===== config.mk =====
export PLATFORM = sky130hd
export DESIGN_NAME = alu16_sequencer
export DESIGN_NICKNAME = d
export VERILOG_FILES = /design/src/rtl/alu16_sequencer.sv
export SDC_FILE = /design/constraint.sdc
export NUM_CORES = 1
export LEC_CHECK = 0
export CORE_MARGIN = 1.5
export CORE_UTILIZATION = 51
export DETAILED_ROUTE_END_ITERATION = 7
export PLACE_DENSITY_LB_ADDON = 0.3
export SYNTH_ARGS = -nofsm -noshare
export SYNTH_HDL_FRONTEND = slang
export SYNTH_SLANG_ARGS = --single-unit

===== constraint.sdc =====
create_clock -name clock -period 4.6 [get_ports clock]
set_input_delay 0.92 -clock clock [delete_from_list [all_inputs] [get_ports clock]]
set_output_delay 0.92 -clock clock [all_outputs]
set_load 0.03 [all_outputs]

===== src/rtl/alu16_sequencer.sv =====
// alu16_sequencer: runs 16-bit ADD16/INC16/DEC16/ADDSP as two byte passes on the shared 8-bit ALU.
//   clock, reset_n          : clock (rising edge), asynchronous active-low reset
//   start, op, a_in, b_in   : request and operands, sampled only in IDLE or DONE
//   flags_in                : CPU flags ZNHC at request time
//   busy, done              : busy in LOW/HIGH, one-cycle done pulse when result is valid
//   result, flags_out       : 16-bit result and final flags, held until the next done
//   alu_own                 : this block owns the ALU inputs (LOW/HIGH)
//   alu_op..alu_size        : registered drive of the shared 8-bit ALU
//   alu_data_out/flags_out  : ALU result, sampled at the end of LOW and HIGH
module alu16_sequencer #(
    parameter int F_Z = 3,
    parameter int F_N = 2,
    parameter int F_H = 1,
    parameter int F_C = 0
) (
    input  logic        clock,
    input  logic        reset_n,
    input  logic        start,
    input  logic [1:0]  op,
    input  logic [15:0] a_in,
    input  logic [15:0] b_in,
    input  logic [3:0]  flags_in,
    output logic        busy,
    output logic        done,
    output logic [15:0] result,
    output logic [3:0]  flags_out,
    output logic        alu_own,
    output logic [4:0]  alu_op,
    output logic [7:0]  alu_data0,
    output logic [7:0]  alu_data1,
    output logic [3:0]  alu_flags,
    output logic        alu_size,
    input  logic [7:0]  alu_data_out,
    input  logic [3:0]  alu_flags_out
);
    // ALU encodings shared with the CPU control unit
    localparam logic [4:0] ALU_PASS0   = 5'd0;
    localparam logic [4:0] ALU_ADD     = 5'd1;
    localparam logic [4:0] ALU_ADC     = 5'd2;
    localparam logic       ALU_SIZE_8  = 1'b0;
    localparam logic       ALU_SIZE_16 = 1'b1;
    localparam logic [1:0] OP_ADD16 = 2'd0;
    localparam logic [1:0] OP_INC16 = 2'd1;
    localparam logic [1:0] OP_DEC16 = 2'd2;
    localparam logic [1:0] OP_ADDSP = 2'd3;

    typedef enum logic [1:0] {IDLE, LOW, HIGH, DONE} state_t;

    state_t      state_q, state_d;
    logic [1:0]  op_q, op_d;
    logic [15:0] a_q, a_d, b_q, b_d, result_q, result_d;
    logic [3:0]  fl_q, fl_d, flags_out_q, flags_out_d, alu_flags_q, alu_flags_d;
    logic [7:0]  lo_q, lo_d, data0_q, data0_d, data1_q, data1_d;
    logic [4:0]  alu_op_q, alu_op_d;
    logic        cy_q, cy_d, hlo_q, hlo_d, busy_q, busy_d, done_q, done_d, alu_size_q, alu_size_d;
    logic        accept;
    // Z and N of the ALU flag result are never consumed
    logic        unused_alu_flags;

    assign unused_alu_flags = ^alu_flags_out;

    always_comb begin
        accept      = start && (state_q == IDLE || state_q == DONE);
        state_d     = (state_q == LOW) ? HIGH : (state_q == HIGH) ? DONE : accept ? LOW : IDLE;
        op_d        = accept ? op : op_q;
        a_d         = accept ? a_in : a_q;
        b_d         = accept ? b_in : b_q;
        fl_d        = accept ? flags_in : fl_q;
        lo_d        = (state_q == LOW) ? alu_data_out : lo_q;
        cy_d        = (state_q == LOW) ? alu_flags_out[F_C] : cy_q;
        hlo_d       = (state_q == LOW) ? alu_flags_out[F_H] : hlo_q;
        busy_d      = (state_d == LOW) || (state_d == HIGH);
        done_d      = state_d == DONE;
        alu_op_d    = ALU_PASS0;
        data0_d     = 8'h00;
        data1_d     = 8'h00;
        alu_flags_d = 4'h0;
        alu_size_d  = ALU_SIZE_8;
        // Drive is registered, so it is computed for the state being entered
        if (state_d == LOW) begin
            alu_op_d    = ALU_ADD;
            data1_d     = a_d[7:0];
            alu_flags_d = fl_d;
            data0_d     = (op_d == OP_INC16) ? 8'h01 : (op_d == OP_DEC16) ? 8'hFF : b_d[7:0];
            alu_size_d  = (op_d == OP_ADDSP) ? ALU_SIZE_8 : ALU_SIZE_16;
        end else if (state_d == HIGH) begin
            alu_op_d         = ALU_ADC;
            data1_d          = a_q[15:8];
            alu_size_d       = ALU_SIZE_16;
            alu_flags_d      = fl_q;
            alu_flags_d[F_C] = cy_d;
            data0_d          = (op_q == OP_ADD16) ? b_q[15:8] : (op_q == OP_INC16) ? 8'h00 :
                               (op_q == OP_DEC16) ? 8'hFF : {8{b_q[7]}};
        end
        result_d    = result_q;
        flags_out_d = flags_out_q;
        if (state_q == HIGH) begin
            result_d    = {alu_data_out, lo_q};
            flags_out_d = fl_q;
            if (op_q == OP_ADD16) begin
                flags_out_d[F_N] = 1'b0;
                flags_out_d[F_H] = alu_flags_out[F_H];
                flags_out_d[F_C] = alu_flags_out[F_C];
            end else if (op_q == OP_ADDSP) begin
                // SP+e flags come from the low-byte add only
                flags_out_d[F_Z] = 1'b0;
                flags_out_d[F_N] = 1'b0;
                flags_out_d[F_H] = hlo_q;
                flags_out_d[F_C] = cy_q;
            end
        end
    end

    always_ff @(posedge clock or negedge reset_n) begin
        if (!reset_n) begin
            state_q     <= IDLE;
            op_q        <= 2'd0;
            a_q         <= 16'h0;
            b_q         <= 16'h0;
            fl_q        <= 4'h0;
            lo_q        <= 8'h0;
            cy_q        <= 1'b0;
            hlo_q       <= 1'b0;
            busy_q      <= 1'b0;
            done_q      <= 1'b0;
            result_q    <= 16'h0;
            flags_out_q <= 4'h0;
            alu_op_q    <= ALU_PASS0;
            data0_q     <= 8'h0;
            data1_q     <= 8'h0;
            alu_flags_q <= 4'h0;
            alu_size_q  <= ALU_SIZE_8;
        end else begin
            state_q     <= state_d;
            op_q        <= op_d;
            a_q         <= a_d;
            b_q         <= b_d;
            fl_q        <= fl_d;
            lo_q        <= lo_d;
            cy_q        <= cy_d;
            hlo_q       <= hlo_d;
            busy_q      <= busy_d;
            done_q      <= done_d;
            result_q    <= result_d;
            flags_out_q <= flags_out_d;
            alu_op_q    <= alu_op_d;
            data0_q     <= data0_d;
            data1_q     <= data1_d;
            alu_flags_q <= alu_flags_d;
            alu_size_q  <= alu_size_d;
        end
    end

    assign busy      = busy_q;
    assign alu_own   = busy_q;
    assign done      = done_q;
    assign result    = result_q;
    assign flags_out = flags_out_q;
    assign alu_op    = alu_op_q;
    assign alu_data0 = data0_q;
    assign alu_data1 = data1_q;
    assign alu_flags = alu_flags_q;
    assign alu_size  = alu_size_q;
endmodule


==> results.toml, run 1 <==
[power_and_ir_drop]
pwr-share-comb_pct = 48.0
switchingPower_mw = 1.50
vdd.ir_drop.worst_v = 0.000335
switching_share_pct = 38.8
power.internal_mw = 2.37
fin_total_pwr_mw = 3.86
pwr-share-clk_pct = 15.0
leakagePower_nw = 2.30
power.density_nw_per_um2 = 776
p_seq_share_pct = 37.0

[clock_tree]
post_cts_buffers = 0
htreeDepth = 3
clk_latency_ps = 340
ctsHoldBuffers = 0
numClockSinks = 95
path_clk_slew_ps = 80
cts-buffers-inserted = 9
cts_buffer_depth = 2
cts_resized = 0
cts-root-buf = "clkbuf_8"
cts_tree = "built"

[placed_design]
dp_cells = 506
dpl.hpwl_mm = 5.09
place_congestion = 0.752
dpl_cell_area_um2 = 4770
port_buffers = 96
pre_cts_ws_ps = 1500

[synth]
yosysUniqueCellTypes = 31
yosys.area.top_type = "dfrtp_1"
yosysMostFrequentCell = "dfrtp_1"
synthTopCellsByCount = "dfrtp_1 (95), nand2_1 (91), mux2_2 (33)"
synthArstFlopShare_pct = 100
synth_edf_count = 0
ys_ff_latch = 95
postSynthAreaPerCell_um2 = 11.5
yosysWarnings = 0
synth_top_area_share_pct = 62.9
postSynthCellCount = 329
ys.flop_type = "dfrtp_1"
synth.area.top_cells = "dfrtp_1 (63%), mux2_2 (9.8%), nand2_1 (9.0%)"
synth_area_um2 = 3780
seq_area_frac_synth_pct = 62.9

[global_routing]
grt_max_degree = 66
grt_first_pass_wirelength_mm = 12.4
grt_use_total_pct = 20.7
grtUsageMet1_pct = 28.0
grt_overflow = 0
use_met2_pct = 33.4
busiest_layer = "met2"
grt_pass1_vias = 2524
grt_util_met3_pct = 4.71
antenna_found_initial = 0

[sta]
finalHoldViolCount = 0
setup_slack_ps = 1830
finClkSkew_ps = 5.91
layout_min_cycle_time_ps = 2770
rsz0062_at_grt = "false"
holdWs_ps = 480
setup_violations = 0
tns_ps = 0
slew_headroom_pct = 26.8
max_slew.worst_pin.slew_ps = 1100
fmax_ghz = 0.361
slew_viol_final = 0
min_period_over_period_pct = 60.2

[setup_path]
timing.reg2reg.setup_slack_ps = 1830
cp.required_ps = 4880
crit_arrival_ps = 3050
crit_fanout = 27
end_kind = "flip-flop"
critical_path_class = "reg -> reg"
cp-start-kind = "flip-flop"

[detailed_routing]
vias = 2633
route.detailed.drc = 0
routed_wl_mm = 7.65
first_iter_violations = 79
antenna_left = 0
first_pass_iters = 5
wire_per_inst_um = 14.7
viasPerCell = 5.06

[worst_hold_path]
hp-class = "reg -> reg"

[layout]
final_nets = 473
final_cells = 520
area_delta_synth_final_pct = 31.7
final_area_um2 = 4980
drive_above_1_share_pct = 13.1
utilization_pct = 69.0
n_antenna_cell = 0
multi_input_area_um2 = 1250
nFillCells = 592
seq_area_um2 = 2380

[floorplan]
die_h_um = 89.1
core_um2 = 7210
rows = 31
io_pins = 102
initial_core_util_pct = 52.4
die_area_um2 = 7930
die_w_um = 89.1

[status]
outcome = "completed"

[flow_run]
max_cap_violations = 0
critical path: stages (launching register included):
cell	delay [ps]
dfrtp_1	390
inv_1	60
ha_1	880
o211ai_1	460
a311oi_2	680
a22o_1	230
metal layers:
metal,wire (um),share of wire (%)
met5,0,0
met2,3730,49
met3,452,5.9
met1,3390,44
met4,85,1.1
placed cells by master, fill, tap and decap left out:
master,synthesis,layout
dfrtp_1,95,95
clkdlybuf4s50_1,0,95
nand2_1,91,91
mux2_2,33,33
a22o_1,20,20
o21ai_0,13,13
nor2_1,12,12
inv_1,11,11
clkbuf_8,0,10
nand2b_1,6,6
o211ai_1,3,3
conb_1,1,3
buf_4,4,3
nand3_1,2,2
nor3_1,2,2
a21oi_1,2,2
or2_2,2,2
o22a_1,2,2
ha_1,2,2
bufinv_16,0,2
and2_4,1,1
nand2_2,1,1
a311oi_2,1,1
and4b_1,1,1
a31oi_1,1,1
xnor2_1,1,1
xor2_1,1,1
mux2_4,1,1
a311o_1,1,1
o22ai_1,1,1
clkbuf_1,5,1
clkinv_4,0,1
cell families after synthesis:
kind of cell             Yosys count  synth area share, %
buffers and inverters             33                 4.21
other                              1               0.0992
adder cells (fa/ha/maj)            2                0.662
AO/OA/AOI/OAI                     44                 8.68
multiplexers                      34                 10.2
XOR/XNOR                           2                0.464
AND/OR/NAND/NOR                  118                 12.7
flip-flops                        95                 62.9
final timing paths:
path | depth (start not counted) | end | from
max | 5 | alu_data0[1] | state_q[0]
min | 2 | b_q[15] | b_q[15]
max reg2reg | 5 | alu_data0[1] | state_q[0]
min reg2reg | 2 | b_q[15] | b_q[15]
max in group asynchronous | 2 | flags_out[1] | reset_n
min in group asynchronous | 1 | result[5] | reset_n
cell type report:
| class | instances | area share (%) |
|---|---|---|
| well taps | 99 | 2.49 |
| repair buffers | 98 | 19.6 |
| clock buffers | 11 | 2.84 |
| clock inverters | 3 | 1.38 |
| flip-flops and latches | 95 | 47.8 |
| inverters | 11 | 0.830 |
| multi-input cells | 203 | 25.1 |
sequential cells by signal, summed over array words and instances (netlist names):
register   cells
alu_data1      8
alu_own        1
alu_flags      4
alu_size       1
b_q           16
flags_out      4
cy_q           1
lo_q           8
a_q           16
state_q        2
fl_q           4
hlo_q          1
op_q           2
result        16
alu_op         2
done           1
alu_data0      8
power by group through the flow:
stage	Combinational, mW	Clock, mW	Sequential (mW)
after floorplan	0.995	0	1.71
after detailed placement	1.87	0	1.45
after CTS	1.87	0.590	1.43
after global routing	2.03	0.620	1.47
after global placement	1.82	0	1.42
final	1.85	0.581	1.43
No activity file was read; power rests on OpenSTA's default activity.
==> run 2, diff against run 1 <==
--- a/config.mk
+++ b/config.mk
@@ -6,7 +6,7 @@
 export NUM_CORES = 1
 export LEC_CHECK = 0
 export CORE_MARGIN = 1.5
-export CORE_UTILIZATION = 51
+export CORE_UTILIZATION = 48
 export DETAILED_ROUTE_END_ITERATION = 7
 export PLACE_DENSITY_LB_ADDON = 0.3
 export SYNTH_ARGS = -nofsm -noshare
==> constraint.sdc (replaced) <==
create_clock -name clock -period 2.7 [get_ports clock]
set_input_delay 0.54 -clock clock [delete_from_list [all_inputs] [get_ports clock]]
set_output_delay 0.54 -clock clock [all_outputs]
set_load 0.03 [all_outputs]
==> run 2 against run 1 <==
- sequential cell count stayed put
- power grew 72%
- fmax up 36%
- first-iteration DRC count is 19% higher
- routed wire length increased by 0.61%
==> results.toml, run 2 (same netlist as run 1, synthesis figures left out) <==
[setup_path]
cp-start-kind = "flip-flop"
crit_fanout = 11
crit_arrival_ps = 2280
end_kind = "flip-flop"
critical_path_class = "reg -> reg"
cp.required_ps = 2940
r2r-start = "state_q[0]"
crit_start = "state_q[0]"

[sta]
rsz0062_at_grt = "false"
tns_ps = 0
setup_violations = 0
layout_min_cycle_time_ps = 2040
fmax_ghz = 0.491
slew_viol_final = 0
finalHoldViolCount = 0
finClkSkew_ps = 8.54
slew_headroom_pct = 57.1
min_period_over_period_pct = 75.5
max_slew.worst_pin.slew_ps = 643

[layout]
utilization_pct = 65.4
layout_common_cells = "dfrtp_1 (95), clkdlybuf4s50_1 (95), nand2_1 (91)"
final_nets = 479
n_antenna_cell = 0
area_delta_synth_final_pct = 33.0
drive_above_1_share_pct = 14.5

[clock_tree]
cts_resized = 0
clk_latency_ps = 350
path_clk_slew_ps = 90
ctsHoldBuffers = 0
cts_buffer_depth = 2
numClockSinks = 95
post_cts_buffers = 0
cts-buffers-inserted = 9
htreeDepth = 3
cts-root-buf = "clkbuf_8"
cts_tree = "built"

[power_and_ir_drop]
power.internal_mw = 4.07
leakagePower_nw = 2.33
switching_share_pct = 38.7
pwr-share-clk_pct = 15.1
vdd.ir_drop.worst_v = 0.000621
pwr-share-comb_pct = 48.3
switchingPower_mw = 2.57
power.density_nw_per_um2 = 1320
p_seq_share_pct = 36.6

[placed_design]
place_congestion = 0.751
port_buffers = 96
dpl.hpwl_mm = 5.31

[global_routing]
grt_first_pass_wirelength_mm = 13.0
grt_max_degree = 53
grt_use_total_pct = 19.8
antenna_found_initial = 0
grt_pass1_vias = 2612
grt_overflow = 0

[floorplan]
core_um2 = 7690
rows = 32
die_h_um = 91.7
io_pins = 102
die_area_um2 = 8410
die_w_um = 91.7
initial_core_util_pct = 49.2

[status]
outcome = "completed"

[detailed_routing]
wire_per_inst_um = 14.5
first_iter_violations = 94
routed_wl_mm = 7.70
viasPerCell = 4.95
vias = 2621
antenna_left = 0
first_pass_iters = 4
route.detailed.drc = 0

[flow_run]
max_cap_violations = 0

[worst_hold_path]
hp-class = "in -> async"
## run 2: worst paths after layout
| check | endpoint | slack, ps | depth (start not counted) |
|---|---|---|---|
| setup / recovery | alu_data0[3] | 660 | 6 |
| hold / removal | result[13] | 200 | 1 |
| setup reg to reg | alu_data0[3] | 660 | 6 |
| hold reg to reg | b_q[13] | 480 | 2 |
| max in group asynchronous | a_q[4] | 1790 | 2 |
| min in group clock | b_q[13] | 480 | 2 |
## run 2: power by group through the flow
| stage | Clock (mW) | Combinational, mW | Sequential, mW |
|---|---|---|---|
| detailed placement | 0 | 3.23 | 2.46 |
| floorplan | 0 | 1.69 | 2.92 |
| global route | 1.08 | 3.51 | 2.51 |
| global placement | 0 | 3.14 | 2.43 |
| finish | 0.999 | 3.21 | 2.43 |
| CTS | 1.02 | 3.24 | 2.44 |
## run 2: metal layers
metal	track usage (%)	wire length [um]
met3	5.47	439
met5	0	0
met4	8.46	74
met2	30.0	3740
met1	26.9	3440
## run 2: area by class of cell
class | instances | area (um^2)
clock buffers | 11 | 141
clock inverters | 4 | 70.1
fillers | 636 | 2660
inverters | 11 | 41.3
multi-input cells | 203 | 1250
flip-flops and latches | 95 | 2380
well taps | 102 | 128
repair buffers | 104 | 1020
## run 2: metrics by stage
step	std cells	instance area [um^2]	setup slack (ps)	hold WS, ps	power (mW)
after global routing	530	5030	537	239	7.10
after detailed placement	515	4810	354	458	5.69
after floorplan	331	3790	858	244	4.61
after CTS	530	5030	685	213	6.70
final	530	5030	663	198	6.64
after global placement	515	4810	394	454	5.57
## run 2: worst max-delay path, cell delays in order (launching register included)
cell and delay (ps):
dfrtp_1 360, inv_1 50, ha_1 390, nand2_2 230
a31oi_1 550, nand2b_1 140, a22o_1 210
